--- src/rtl/scan_bist_controller_if.sv ---
// scan_bist_controller_if
//   Groups the BIST session control, the CUT scan handshake and the status
//   outputs of scan_bist_controller into one bundle.
//   master : test access side / CUT wrapper (drives START, ABORT, SO)
//   slave  : the controller (drives SE, LFSR_LOAD, LFSR_EN, status, SIGNATURE, PAT_CNT)
interface scan_bist_controller_if #(
    parameter int SIG_W = 16,
    parameter int CNT_W = 6
);
    logic             START;
    logic             ABORT;
    logic             SO;
    logic             SE;
    logic             LFSR_LOAD;
    logic             LFSR_EN;
    logic             BUSY;
    logic             DONE;
    logic             PASS;
    logic [SIG_W-1:0] SIGNATURE;
    logic [CNT_W-1:0] PAT_CNT;

    modport master (
        output START, ABORT, SO,
        input  SE, LFSR_LOAD, LFSR_EN, BUSY, DONE, PASS, SIGNATURE, PAT_CNT
    );

    modport slave (
        input  START, ABORT, SO,
        output SE, LFSR_LOAD, LFSR_EN, BUSY, DONE, PASS, SIGNATURE, PAT_CNT
    );
endinterface

--- src/rtl/scan_bist_controller.sv ---
// scan_bist_controller
//   Runs a scan BIST session: seeds the pattern LFSR, then for each pattern
//   shifts CHAIN_LEN cycles (SE=1, LFSR advancing) and captures one cycle
//   (SE=0). A final CHAIN_LEN-cycle unload flushes the last response. SO is
//   compacted into a MISR on every shift cycle except during the first load,
//   whose scan-out is unknown. PASS compares the final signature to GOLDEN_SIG.
// Ports:
//   CLK   - clock, rising edge
//   RST_N - asynchronous active-low reset
//   bus   - slave side of scan_bist_controller_if (START/ABORT/SO in,
//           SE/LFSR_LOAD/LFSR_EN/BUSY/DONE/PASS/SIGNATURE/PAT_CNT out)
// Every output is a register or a decode of the registered state.
module scan_bist_controller #(
    parameter int               CHAIN_LEN    = 4,
    parameter int               NUM_PATTERNS = 32,
    parameter int               CNT_W        = 6,
    parameter int               SIG_W        = 16,
    parameter logic [SIG_W-1:0] POLY         = 16'h1021,
    parameter logic [SIG_W-1:0] GOLDEN_SIG   = 16'h0000
) (
    input  logic                  CLK,
    input  logic                  RST_N,
    scan_bist_controller_if.slave bus
);

    localparam int SC_W = (CHAIN_LEN > 1) ? $clog2(CHAIN_LEN) : 1;

    typedef enum logic [2:0] {
        S_IDLE,
        S_SEED,
        S_SHIFT,
        S_CAPTURE,
        S_UNLOAD,
        S_DONE
    } state_t;

    state_t           state, state_nxt;
    logic [SC_W-1:0]  sh_cnt;
    logic [CNT_W-1:0] pat_cnt;
    logic [CNT_W:0]   pat_inc;
    logic [SIG_W-1:0] sig, misr_nxt;
    logic             pass;
    logic             sh_last, pat_last, pat_sat, compact;
    logic             se, lfsr_load, lfsr_en, busy, done;

    assign sh_last  = (sh_cnt == SC_W'(CHAIN_LEN - 1));
    assign pat_inc  = {1'b0, pat_cnt} + 1'b1;
    assign pat_last = (pat_inc == (CNT_W+1)'(NUM_PATTERNS));
    assign pat_sat  = ({1'b0, pat_cnt} >= (CNT_W+1)'(NUM_PATTERNS));

    // The first load's scan-out is whatever the CUT held before the session,
    // so shifting is only compacted once at least one pattern was captured.
    assign compact  = ((state == S_SHIFT) && (pat_cnt != '0)) || (state == S_UNLOAD);
    assign misr_nxt = {sig[SIG_W-2:0], 1'b0} ^ ({SIG_W{sig[SIG_W-1] ^ bus.SO}} & POLY);

    always_ff @(posedge CLK or negedge RST_N) begin
        if (!RST_N) state <= S_IDLE;
        else        state <= state_nxt;
    end

    always_comb begin
        state_nxt = state;
        se        = 1'b0;
        lfsr_load = 1'b0;
        lfsr_en   = 1'b0;
        busy      = 1'b0;
        done      = 1'b0;
        case (state)
            S_IDLE: begin
                if (bus.START) state_nxt = S_SEED;
            end
            S_SEED: begin
                lfsr_load = 1'b1;
                busy      = 1'b1;
                state_nxt = S_SHIFT;
            end
            S_SHIFT: begin
                se      = 1'b1;
                lfsr_en = 1'b1;
                busy    = 1'b1;
                if (sh_last) state_nxt = S_CAPTURE;
            end
            S_CAPTURE: begin
                busy      = 1'b1;
                state_nxt = pat_last ? S_UNLOAD : S_SHIFT;
            end
            S_UNLOAD: begin
                se   = 1'b1;
                busy = 1'b1;
                if (sh_last) state_nxt = S_DONE;
            end
            S_DONE: begin
                done = 1'b1;
                if (bus.START) state_nxt = S_SEED;
            end
            default: state_nxt = S_IDLE;
        endcase
        // Abort wins over START and over any pending transition.
        if (bus.ABORT) state_nxt = S_IDLE;
    end

    always_ff @(posedge CLK or negedge RST_N) begin
        if (!RST_N) begin
            sig     <= '0;
            pat_cnt <= '0;
            sh_cnt  <= '0;
            pass    <= 1'b0;
        end else if (bus.ABORT) begin
            sig     <= '0;
            pat_cnt <= '0;
            sh_cnt  <= '0;
            pass    <= 1'b0;
        end else begin
            case (state)
                // Clear on the way into SEED so PASS/SIGNATURE already read 0 there.
                S_IDLE, S_DONE: begin
                    if (bus.START) begin
                        sig     <= '0;
                        pat_cnt <= '0;
                        sh_cnt  <= '0;
                        pass    <= 1'b0;
                    end
                end
                S_SEED: begin
                    sig     <= '0;
                    pat_cnt <= '0;
                    sh_cnt  <= '0;
                end
                S_SHIFT: begin
                    if (compact) sig <= misr_nxt;
                    sh_cnt <= sh_last ? '0 : sh_cnt + 1'b1;
                end
                S_CAPTURE: begin
                    if (!pat_sat) pat_cnt <= pat_inc[CNT_W-1:0];
                end
                S_UNLOAD: begin
                    sig    <= misr_nxt;
                    sh_cnt <= sh_last ? '0 : sh_cnt + 1'b1;
                    // Judge against the signature that DONE will display.
                    if (sh_last) pass <= (misr_nxt == GOLDEN_SIG);
                end
                default: ;
            endcase
        end
    end

    assign bus.SE        = se;
    assign bus.LFSR_LOAD = lfsr_load;
    assign bus.LFSR_EN   = lfsr_en;
    assign bus.BUSY      = busy;
    assign bus.DONE      = done;
    assign bus.PASS      = pass;
    assign bus.SIGNATURE = sig;
    assign bus.PAT_CNT   = pat_cnt;

endmodule

--- src/flat_wrapper.sv ---
// flat-port wrapper written by rule: the top's interface ports become plain ports
module scan_bist_controller_flat 
#(
    parameter int               CHAIN_LEN    = 4,
    parameter int               NUM_PATTERNS = 32,
    parameter int               CNT_W        = 6,
    parameter int               SIG_W        = 16,
    parameter logic [SIG_W-1:0] POLY         = 16'h1021,
    parameter logic [SIG_W-1:0] GOLDEN_SIG   = 16'h0000
)
  (CLK, RST_N, bus_START, bus_ABORT, bus_SO, bus_SE, bus_LFSR_LOAD, bus_LFSR_EN, bus_BUSY, bus_DONE, bus_PASS, bus_SIGNATURE, bus_PAT_CNT);
  scan_bist_controller_if #(.SIG_W(SIG_W), .CNT_W(CNT_W)) bus_i ();
  input  logic CLK;
  input  logic RST_N;
  input wire logic [$bits(bus_i.START)-1:0] bus_START;
  input wire logic [$bits(bus_i.ABORT)-1:0] bus_ABORT;
  input wire logic [$bits(bus_i.SO)-1:0] bus_SO;
  output wire logic [$bits(bus_i.SE)-1:0] bus_SE;
  output wire logic [$bits(bus_i.LFSR_LOAD)-1:0] bus_LFSR_LOAD;
  output wire logic [$bits(bus_i.LFSR_EN)-1:0] bus_LFSR_EN;
  output wire logic [$bits(bus_i.BUSY)-1:0] bus_BUSY;
  output wire logic [$bits(bus_i.DONE)-1:0] bus_DONE;
  output wire logic [$bits(bus_i.PASS)-1:0] bus_PASS;
  output wire logic [$bits(bus_i.SIGNATURE)-1:0] bus_SIGNATURE;
  output wire logic [$bits(bus_i.PAT_CNT)-1:0] bus_PAT_CNT;
  assign bus_i.START = bus_START;
  assign bus_i.ABORT = bus_ABORT;
  assign bus_i.SO = bus_SO;
  assign bus_SE = bus_i.SE;
  assign bus_LFSR_LOAD = bus_i.LFSR_LOAD;
  assign bus_LFSR_EN = bus_i.LFSR_EN;
  assign bus_BUSY = bus_i.BUSY;
  assign bus_DONE = bus_i.DONE;
  assign bus_PASS = bus_i.PASS;
  assign bus_SIGNATURE = bus_i.SIGNATURE;
  assign bus_PAT_CNT = bus_i.PAT_CNT;
  scan_bist_controller #(.CHAIN_LEN(CHAIN_LEN), .NUM_PATTERNS(NUM_PATTERNS), .CNT_W(CNT_W), .SIG_W(SIG_W), .POLY(POLY), .GOLDEN_SIG(GOLDEN_SIG)) u_core (.CLK(CLK), .RST_N(RST_N), .bus(bus_i));
endmodule
--- config.mk ---
export PLATFORM = sky130hd
export DESIGN_NAME = scan_bist_controller_flat
export DESIGN_NICKNAME = d
export VERILOG_FILES = /design/src/rtl/scan_bist_controller_if.sv /design/src/rtl/scan_bist_controller.sv /design/src/flat_wrapper.sv
export SDC_FILE = /design/constraint.sdc
export NUM_CORES = 1
export LEC_CHECK = 0
export ABC_AREA = 1
export CORE_MARGIN = 2
export CORE_UTILIZATION = 38
export DETAILED_ROUTE_END_ITERATION = 6
export REMOVE_ABC_BUFFERS = 1
export SYNTH_ARGS = -nofsm -noshare
export SYNTH_HDL_FRONTEND = slang
export SYNTH_SLANG_ARGS = --single-unit
--- constraint.sdc ---
create_clock -name CLK -period 1.55 [get_ports CLK]
set_input_delay 0.31 -clock CLK [delete_from_list [all_inputs] [get_ports CLK]]
set_output_delay 0.31 -clock CLK [all_outputs]
set_load 0.1 [all_outputs]
==> metrics.md, run 1 <==
| Metric | Value |
|---|---|
| Seq pwr share | 0.227 |
| Sw Pwr | 1.777 mW |
| Crit path time final | 1.628 ns |
| Crit path DAT | 1.32 ns |
| N_diodes | 0 |
| Layout net count | 274 |
| Ys flop type | dfrtp_1 |
| Yosys top cell area share | 0.4142 |
| Vias | 1550 |
| Largest net degree at the start of global routing | 33 |
| Pint | 2.089 mW |
| Root buf cell | clkbuf_8 |
| GRT Residual Overflow | 0 |
| Drt pass-1 iters | 4 |
| CP endpoint kind | primary output |
| Clock power share | 0.154 |
| Worst min-delay path class | in -> async |
| Pwr dens | 1378 mW/mm^2 |
| Final hold vios | 0 |
| Crit Path Class | reg -> out |
| Final period util | 1.050 |
| Layout cell share with drive strength beyond 1 | 0.4583 |
| Synthesis-stage register bit count | 28 |
| Clock Latency Late Sink | 0.28 ns |
| Met3 GRT Util | 0.03134 |
| Crit path max fanout | 3 |
| Hpwl dp | 2657 microns |
| Unrepaired setup endpoints after global routing | yes |
| Net Sw Frac | 0.4597 |
| Core area | 0.004324 sq mm |
| GRT Resource Usage Total | 0.1704 |
| Sequential share of the synthesized area | 0.4142 |
| GRT met2 Usage | 0.2752 |
| GRT busiest layer | met2 |
| Die Y | 70.72 microns |
| I/O Buffers | 32 |
| Syn Std Cell Area | 0.001692 sq mm |
| Residual DRC | 0 |
| EDFF count, synth | 0 |
| Combinational share of power | 0.619 |
| Number of max-cap violations | 0 |
| Leak Pwr | 1.318 nW |
| Rows | 24 |
| Synth area leader | dfrtp_1 |
| Die Span X | 70.72 microns |
| CTS Buf Count | 3 |
| Initial antenna violation count | 0 |
| Initial core utilization | 0.3912 |
| Setup WS post-layout | -0.07759 ns |
| CP required | 1.24 ns |
| Status | complete, but fails checks |
| Placer Congestion | 0.8225 |
| Pre-CTS setup slack | -0.1886 ns |
| Clock buffer depth | 2 |
| Die footprint | 0.005001 sq mm |
| Syn Area/Cell | 8.252 sq um |
| Vias per std cell | 4.905 |
| CTS clk-pin slew, worst paths | 0.10 ns |
| Vias in the first global route | 1519 |
| Post-synth ARST share | 1.000 |
| Fin util | 0.6487 |
| Pins Over Slew Limit | 0 |
| CTS tree | yes |
| Worst rel slew slack | 0.7507 |
| Placed cells | 300 |
| Clk sinks | 28 |
| F_max | 614.4 MHz |
| Final setup vio count | 14 |
| I/O pins | 33 |
| Syn Inst Count | 205 |
| VDD IR max | 0.6665 mV |
| Most frequent cells after synthesis | 58 x nand2_1, 28 x dfrtp_1, 17 x nor2_1 |
| Met1 Usage GRT | 0.2317 |
| YS warnings | 0 |
| 1st-iter DRT viols | 47 |
| WL final | 4234 microns |
| Cells taking the most area after synthesis | dfrtp_1 41%, nand2_1 13%, o21ai_2 8.3% |
| Global-route wire length before repair | 6920 microns |
| Per-cell routed wire length | 13.40 microns |
| Antenna violation net count after detailed routing | 0 |
| CP Launch Type | register |
| Synthesis-to-layout area growth | 65.83% |
| Non-Filler Instances | 316 |
| Setup Skew | 0.006786 ns |
| Most frequent cell after synthesis | nand2_1 |
| Depth of the CTS H-tree | 1 |
| Failing checks | negative setup slack |
| Synth cell types | 27 |
| Worst slew pin tran | 0.3739 ns |
==> cell type report <==
cell class | count | area [sq um]
Timing Repair Buffer | 61 | 904.6
Multi-Input combinational cell | 152 | 979.7
Tap cell | 52 | 65.06
Inverter | 19 | 81.33
Fill cell | 350 | 1519
Sequential cell | 28 | 703.2
Clock inverter | 1 | 30.03
Clock buffer | 3 | 41.29
==> power groups by stage <==
| stage | Combinational, mW | Clock (mW) | Sequential [mW] |
|---|---|---|---|
| CTS | 2.12 | 0.602 | 0.875 |
| global placement | 1.86 | 0 | 0.889 |
| detailed placement | 1.88 | 0 | 0.890 |
| finish | 2.39 | 0.596 | 0.877 |
| global route | 2.51 | 0.638 | 0.886 |
| floorplan | 0.893 | 0 | 1.16 |
==> worst paths after layout <==
check                                        startpoint                             endpoint  slack, ns  cells past startpoint
max                         u_core.state[1]$_DFFE_PN0P_                               bus_SE      -0.08                      5
min                                               RST_N          u_core.state[1]$_DFFE_PN0P_       0.40                      2
max reg2reg                 u_core.state[0]$_DFFE_PN0P_  u_core.bus.SIGNATURE[2]$_DFFE_PN0P_      -0.04                      9
min reg2reg                u_core.sh_cnt[0]$_DFFE_PN0P_         u_core.sh_cnt[0]$_DFFE_PN0P_       0.49                      1
max in group asynchronous                         RST_N          u_core.state[0]$_DFFE_PN0P_       0.87                      2
min in group CLK           u_core.sh_cnt[0]$_DFFE_PN0P_         u_core.sh_cnt[0]$_DFFE_PN0P_       0.49                      1
==> flip-flops by register name (all words and copies together), names as in the netlist <==
name                  count
u_core.state              3
u_core.bus.PASS           1
u_core.bus.PAT_CNT        6
u_core.bus.SIGNATURE     16
u_core.sh_cnt             2
==> metrics by stage <==
step	hold WS, ns	cell area (sq um)	setup TNS [ns]	power, mW
6_report	0.3981	2805	-0.5470	3.866
4_1_cts	0.4194	2683	-0.1957	3.594
5_1_grt	0.4416	2805	-1.948	4.035
3_3_place_gp	0.4739	2452	-2.578	2.754
2_1_floorplan	0.01441	1634	-16.74	2.049
3_5_place_dp	0.4865	2452	-3.346	2.771
==> cell families after synthesis <==
kind of cell               synth area share
AOI/OAI and AO/OA                    0.1280
xor gates and xnor gates            0.01554
adders and majority gates           0.02959
buffers and inverters               0.07618
DFF                                  0.4142
muxes                              0.005917
and+or+nand+nor                      0.3306
==> metal layers <==
metal	share of wire	wire length (microns)
met1	0.43	1841
met2	0.50	2135
met3	0.048	202
met4	0.013	55
met5	0	0
==> layout by cell type, fill, tap and decap left out, drive strengths merged <==
cell type / n
inv: 19
clkbuf: 5
dfrtp: 28
xor2: 3
nand2: 71
nand3b: 1
a21oi: 5
mux2i: 1
nand4: 6
nand3: 12
buf: 55
nor3: 5
o21ai: 24
ha: 4
o21bai: 1
clkdlybuf4s50: 4
nor2: 19
bufinv: 1
==> what timing repair did <==
action / CTS / global route
hold buffers: 0 / 0
buffers inserted: 9 / 1
cloned: 0 / 3
endpoints found under the hold margin: 0 / 0
setup endpoints to repair: 21 / 29
pin swaps: 3 / 7
resized for setup: 23 / 17
==> worst max-delay path, stage by stage, from the launching register on <==
cell and delay, ns:
dfrtp_1 0.44, buf_6 0.15, nand3_4 0.11, nand2_4 0.07, buf_6 0.12, buf_12 0.15
Note: power is estimated with default switching activity, not from simulation.
==> run 2: changes to the inputs <==
CORE_MARGIN = unset   (was 2)
MAX_ROUTING_LAYER = met4   (was unset)
==> run 2 against run 1 <==
  * The flow still finishes with violations (negative setup slack)
  * Sequential power up 0.8%
  * Die area decreased by 5.6%
  * Flip-flop and latch count is the same
  * Largest power group unchanged
  * Non-clock buffer count is 12 higher
  * Worst setup slack got worse by 0.038 ns
  * Count of clock-buffer cells in the layout increased by 1
  * Sequential share of layout area shrank 1.9 points
  * Cell count up 3.5%
  * First-iteration DRC count grew 85%
  * Clock skew up 0.0041 ns
  * Largest cell class unchanged
==> metrics.md, run 2 (synthesized netlist as in run 1, its figures left out) <==
| Metric | Value |
|---|---|
| CP endpoint kind | primary output |
| Vias | 1668 |
| Initial antenna violation count | 0 |
| Initial core utilization | 0.4082 |
| CTS clk-pin slew, worst paths | 0.10 ns |
| Drt pass-1 iters | 4 |
| CTS Buf Count | 3 |
| Non-Filler Instances | 327 |
| Worst min-delay path class | in -> async |
| N_diodes | 0 |
| Clock buffer depth | 2 |
| Number of max-cap violations | 0 |
| Crit path max fanout | 5 |
| Setup Skew | 0.01087 ns |
| Crit path time final | 1.666 ns |
| Largest register FFs | 16 |
| Placed cells | 300 |
| Synthesis-to-layout area growth | 79.44% |
| Clk sinks | 28 |
| Crit Path Class | reg -> out |
| Design Power | 4.056 mW |
| Crit path DAT | 1.36 ns |
| Unrepaired setup endpoints after global routing | yes |
| Antenna violation net count after detailed routing | 0 |
| WL final | 4662 microns |
| Core area | 0.004144 sq mm |
| GRT Residual Overflow | 0 |
| F_max | 600.3 MHz |
| Most common cell after layout, fill and taps aside | nand2_1 |
| Final setup vio count | 23 |
| Worst slew pin tran | 0.3810 ns |
| GRT met2 Usage | 0.3358 |
| Hpwl dp | 2538 microns |
| Met3 GRT Util | 0.02796 |
| Pins Over Slew Limit | 0 |
| Worst rel slew slack | 0.7451 |
| Rows | 23 |
| Depth of the CTS H-tree | 1 |
| Pwr dens | 1336 mW/mm^2 |
| Global-route wire length before repair | 7065 microns |
| Die Span X | 68.72 microns |
| CP required | 1.24 ns |
| Failing checks | negative setup slack |
| Leak Pwr | 1.436 nW |
| Most frequent cells in the layout | 44 x nand2_1, 31 x buf_12, 26 x buf_4, 26 x dfrtp_1, 18 x o21ai_2 |
| Die footprint | 0.004722 sq mm |
| Final period util | 1.075 |
| Setup WS post-layout | -0.1159 ns |
| Status | complete, but fails checks |
| Met1 Usage GRT | 0.2712 |
| Final hold vios | 0 |
| GRT Resource Usage Total | 0.2077 |
| GRT busiest layer | met2 |
| Vias in the first global route | 1473 |
| Placer Congestion | 0.8600 |
| CP Launch Type | register |
| I/O Buffers | 32 |
| Layout net count | 287 |
| VDD IR max | 0.8008 mV |
| Die Y | 68.72 microns |
| Root buf cell | clkbuf_8 |
| I/O pins | 33 |
| CTS tree | yes |
| Per-cell routed wire length | 14.26 microns |
| Residual DRC | 0 |
| Vias per std cell | 5.101 |
| 1st-iter DRT viols | 87 |
| Largest net degree at the start of global routing | 29 |
| Clock Latency Late Sink | 0.28 ns |
| Layout cell share with drive strength beyond 1 | 0.5415 |
==> run 2: changes by cell type in the layout (fill, tap and decap cells not counted), moves of 3 or more <==
cell     delta
buf_4       +7
buf_6       +5
nand2_1     -7
nand2_2     +4
o21ai_1     -3
==> run 2: worst max-delay path: stages (launching register included) <==
cell	delay (ns)
dfrtp_2	0.49
buf_6	0.14
nand3_4	0.10
nand2_4	0.07
buf_6	0.12
buf_12	0.15
==> run 2: layout make-up <==
cell class	instances	area (sq um)
sequential	28	703.2
inverter	19	81.33
tap	50	62.56
timing repair buffer	73	1023
clock buffer	4	55.05
fill	284	1109
multi-input combinational	153	1110
==> run 2: layer usage <==
layer  share of wire  up-vias
li1                -      812
met1            0.43      799
met2            0.51       48
met3           0.038        9
met4           0.020        0
met5               0        -
==> run 2: per-stage QoR <==
step / worst slack (ns) / area [sq um] / TNS, ns / hold WS, ns / util
finish: -0.1159 / 3035 / -1.903 / 0.3962 / 0.7325
global placement: -0.1503 / 2465 / -2.708 / 0.4753 / 0.5948
detailed placement: -0.1872 / 2465 / -3.331 / 0.4820 / 0.5948
global route: -0.1681 / 3035 / -3.568 / 0.4411 / 0.7325
CTS: -0.04953 / 2833 / -0.5365 / 0.4180 / 0.6836
floorplan: -0.8407 / 1634 / -16.74 / 0.01441 / -
==> run 2: worst paths after layout <==
path                                                    from                                  end  slack (ns)  depth (start not counted)
worst max register to register   u_core.state[1]$_DFFE_PN0P_  u_core.bus.SIGNATURE[0]$_DFFE_PN0P_       -0.10                         10
worst min-delay path                                   RST_N          u_core.state[0]$_DFFE_PN0P_        0.40                          2
max in group asynchronous                              RST_N          u_core.state[2]$_DFFE_PN0P_        0.88                          2
min in group CLK                u_core.sh_cnt[0]$_DFFE_PN0P_         u_core.sh_cnt[0]$_DFFE_PN0P_        0.49                          1
worst max-delay path             u_core.state[1]$_DFFE_PN0P_                               bus_SE       -0.12                          5
worst min register to register  u_core.sh_cnt[0]$_DFFE_PN0P_         u_core.sh_cnt[0]$_DFFE_PN0P_        0.49                          1
==> run 2: where the power goes <==
part	switching, mW	internal (mW)
Clock	0.239	0.228
Sequential	0.0860	0.798
Combinational	1.59	1.12
Total	1.91	2.14
==> run 2: repair_timing <==
item | in CTS | in global routing
cloned | 3 | 1
setup endpoints to repair | 20 | 30
gates resized for setup | 40 | 33
hold buffers | 0 | 0
pin swaps | 1 | 21
buffers inserted | 12 | 9
==> run 3: changes to the inputs <==
HOLD_SLACK_MARGIN = 0.05   (was unset)
SKIP_LAST_GASP = 1   (was unset)
clock period = 1.8 ns   (was 1.55 ns; I/O delays follow)
==> run 3 against run 2 <==
  * The flow now finishes without violations
  * Total power shrank 31%
  * Combinational power fell by 37%
  * Hold slack improved by 0.084 ns
  * Clock power decreased by 28%
  * Count of clock-buffer cells in the layout decreased by 1
  * Worst setup slack improved by 0.18 ns
  * Register-to-register slack improved by 0.31 ns
  * Critical path depth is the same
  * Cell area down 17%
  * Sequential share of layout area up 4.7 points
==> metrics.md, run 3 (synthesized netlist as in run 1, its figures left out) <==
| Metric | Value |
|---|---|
| Final hold vios | 0 |
| CTS Hold Buffers Added | 0 |
| Non-Filler Instances | 301 |
| Worst r2r dst | u_core.bus.SIGNATURE[1]$_DFFE_PN0P_ |
| Rows | 23 |
| Residual DRC | 0 |
| Crit path from | u_core.state[1]$_DFFE_PN0P_ |
| Hpwl dp | 2538 microns |
| 1st-iter DRT viols | 136 |
| CTS clk-pin slew, worst paths | 0.09 ns |
| CP max-delay cell | dfrtp_1 |
| I/O Buffers | 32 |
| VDD IR max | 0.5821 mV |
| Post-route cell area | 0.002522 sq mm |
| Pwr dens | 1109 mW/mm^2 |
| GRT Residual Overflow | 0 |
| I/O pins | 33 |
| Vias per std cell | 4.934 |
| Clk sinks | 28 |
| Largest register FFs | 16 |
| Most frequent cells in the layout | 57 x nand2_1, 30 x buf_12, 27 x dfrtp_1 |
| Number of max-cap violations | 0 |
| Pins Over Slew Limit | 0 |
| Final period util | 0.9640 |
| Final setup vio count | 0 |
| Synthesis-to-layout area growth | 49.11% |
| Path depth of the worst reg2reg path | 9 |
| Drt pass-1 iters | 4 |
| WL final | 3724 microns |
| N_diodes | 0 |
| Clock buffer depth | 2 |
| Crit path largest cell delay | 0.44 ns |
| Global-route wire length before repair | 6230 microns |
| Most common cell after layout, fill and taps aside | nand2_1 |
| Worst min-delay path class | in -> async |
| Depth of the CTS H-tree | 1 |
| Crit path max fanout | 4 |
| Worst rel slew slack | 0.7587 |
| Initial core utilization | 0.4082 |
| Crit path time final | 1.735 ns |
| Core area | 0.004144 sq mm |
| Placed Area | 0.002397 sq mm |
| Clock Latency Late Sink | 0.27 ns |
| GRT Resource Usage Total | 0.1831 |
| Die Y | 68.72 microns |
| Crit path to | bus_DONE |
| Fillcell total | 362 |
| Die Span X | 68.72 microns |
| F_max | 576.3 MHz |
| Vias in the first global route | 1371 |
| CTS tree | yes |
| CP required | 1.44 ns |
| Root buf cell | clkbuf_8 |
| Placer Congestion | 0.8178 |
| Antenna violation net count after detailed routing | 0 |
| Worst slew pin tran | 0.3620 ns |
| Initial antenna violation count | 0 |
| R2r setup slk | 0.21 ns |
| Worst path cell trace | inv_2, buf_4, nand3_2, inv_1, buf_12 |
| Vias | 1485 |
| Status | completed |
| Die footprint | 0.004722 sq mm |
| Leak Pwr | 1.175 nW |
| Placed cells | 291 |
| CP endpoint kind | primary output |
| Layout cell share with drive strength beyond 1 | 0.3745 |
| Reg2reg start | u_core.bus.PAT_CNT[0]$_DFFE_PN0P_ |
| Largest net degree at the start of global routing | 33 |
| Layout net count | 262 |
| Unrepaired setup endpoints after global routing | no |
| Setup Skew | 0.004397 ns |
| CTS Buf Count | 3 |
| Crit path DAT | 1.38 ns |
| CP Launch Type | register |
| Per-cell routed wire length | 12.37 microns |
| Crit Path Class | reg -> out |
[run 3: report_power, final]
group	internal, mW	switching, mW
Clock	0.150	0.188
Sequential	0.685	0.0612
Combinational	0.598	1.12
Total	1.43	1.37
[run 3: area by class of cell]
| class | count | area (sq um) | area share |
|---|---|---|---|
| multi-input combinational | 152 | 887.1 | 0.3517 |
| timing repair buffer | 49 | 753.2 | 0.2986 |
| sequential | 28 | 701.9 | 0.2783 |
| inverter | 19 | 76.32 | 0.03026 |
| tap | 50 | 62.56 | 0.02480 |
| clock buffer | 3 | 41.29 | 0.01637 |
[run 3: layer usage]
metal | up-vias | part of all wire | global-route usage | wire length [microns]
li1 | 756 | - | - | -
met1 | 697 | 0.47 | 0.2400 | 1752
met2 | 28 | 0.49 | 0.2917 | 1816
met3 | 4 | 0.036 | 0.03125 | 133
met4 | 0 | 0.0056 | 0.05102 | 21
met5 | - | 0 | - | 0
[run 3: what timing repair did]
item | in CTS | in global routing
setup endpoints to repair | 1 | 2
buffers inserted | 5 | 2
resized for setup | 0 | 8
pin swaps | 0 | 1
[run 3: worst min-delay path by stage]
stage / end / cells past startpoint / from / slack, ns
2_1_floorplan: u_core.bus.PASS$_DFFE_PN0P_ / 0 / RST_N / 0.06
3_3_place_gp: u_core.sh_cnt[0]$_DFFE_PN0P_ / 1 / u_core.sh_cnt[0]$_DFFE_PN0P_ / 0.47
3_5_place_dp: u_core.sh_cnt[0]$_DFFE_PN0P_ / 1 / u_core.sh_cnt[0]$_DFFE_PN0P_ / 0.48
4_1_cts: u_core.state[2]$_DFFE_PN0P_ / 2 / RST_N / 0.49
5_1_grt: u_core.state[0]$_DFFE_PN0P_ / 2 / RST_N / 0.50
6_report: u_core.state[0]$_DFFE_PN0P_ / 2 / RST_N / 0.48
[run 3: critical path: cells and delay by family, from the launching register on]
kind	cells	cell delay [ns]
AND/OR/NAND/NOR	1	0.12
buffers and inverters	4	0.55
flip-flops	1	0.44
[run 3: through the flow]
stage	utilization	TNS (ns)	hold slack (ns)	power, mW	worst slack [ns]
6_report	0.6087	0	0.4804	2.798	0.06484
3_5_place_dp	0.5785	0	0.4821	2.343	0.02377
2_1_floorplan	-	-10.54	0.06441	1.764	-0.5907
5_1_grt	0.6087	0	0.4959	2.944	0.008660
3_3_place_gp	0.5785	0	0.4744	2.335	0.04029
4_1_cts	0.5975	0	0.4858	2.755	0.004406
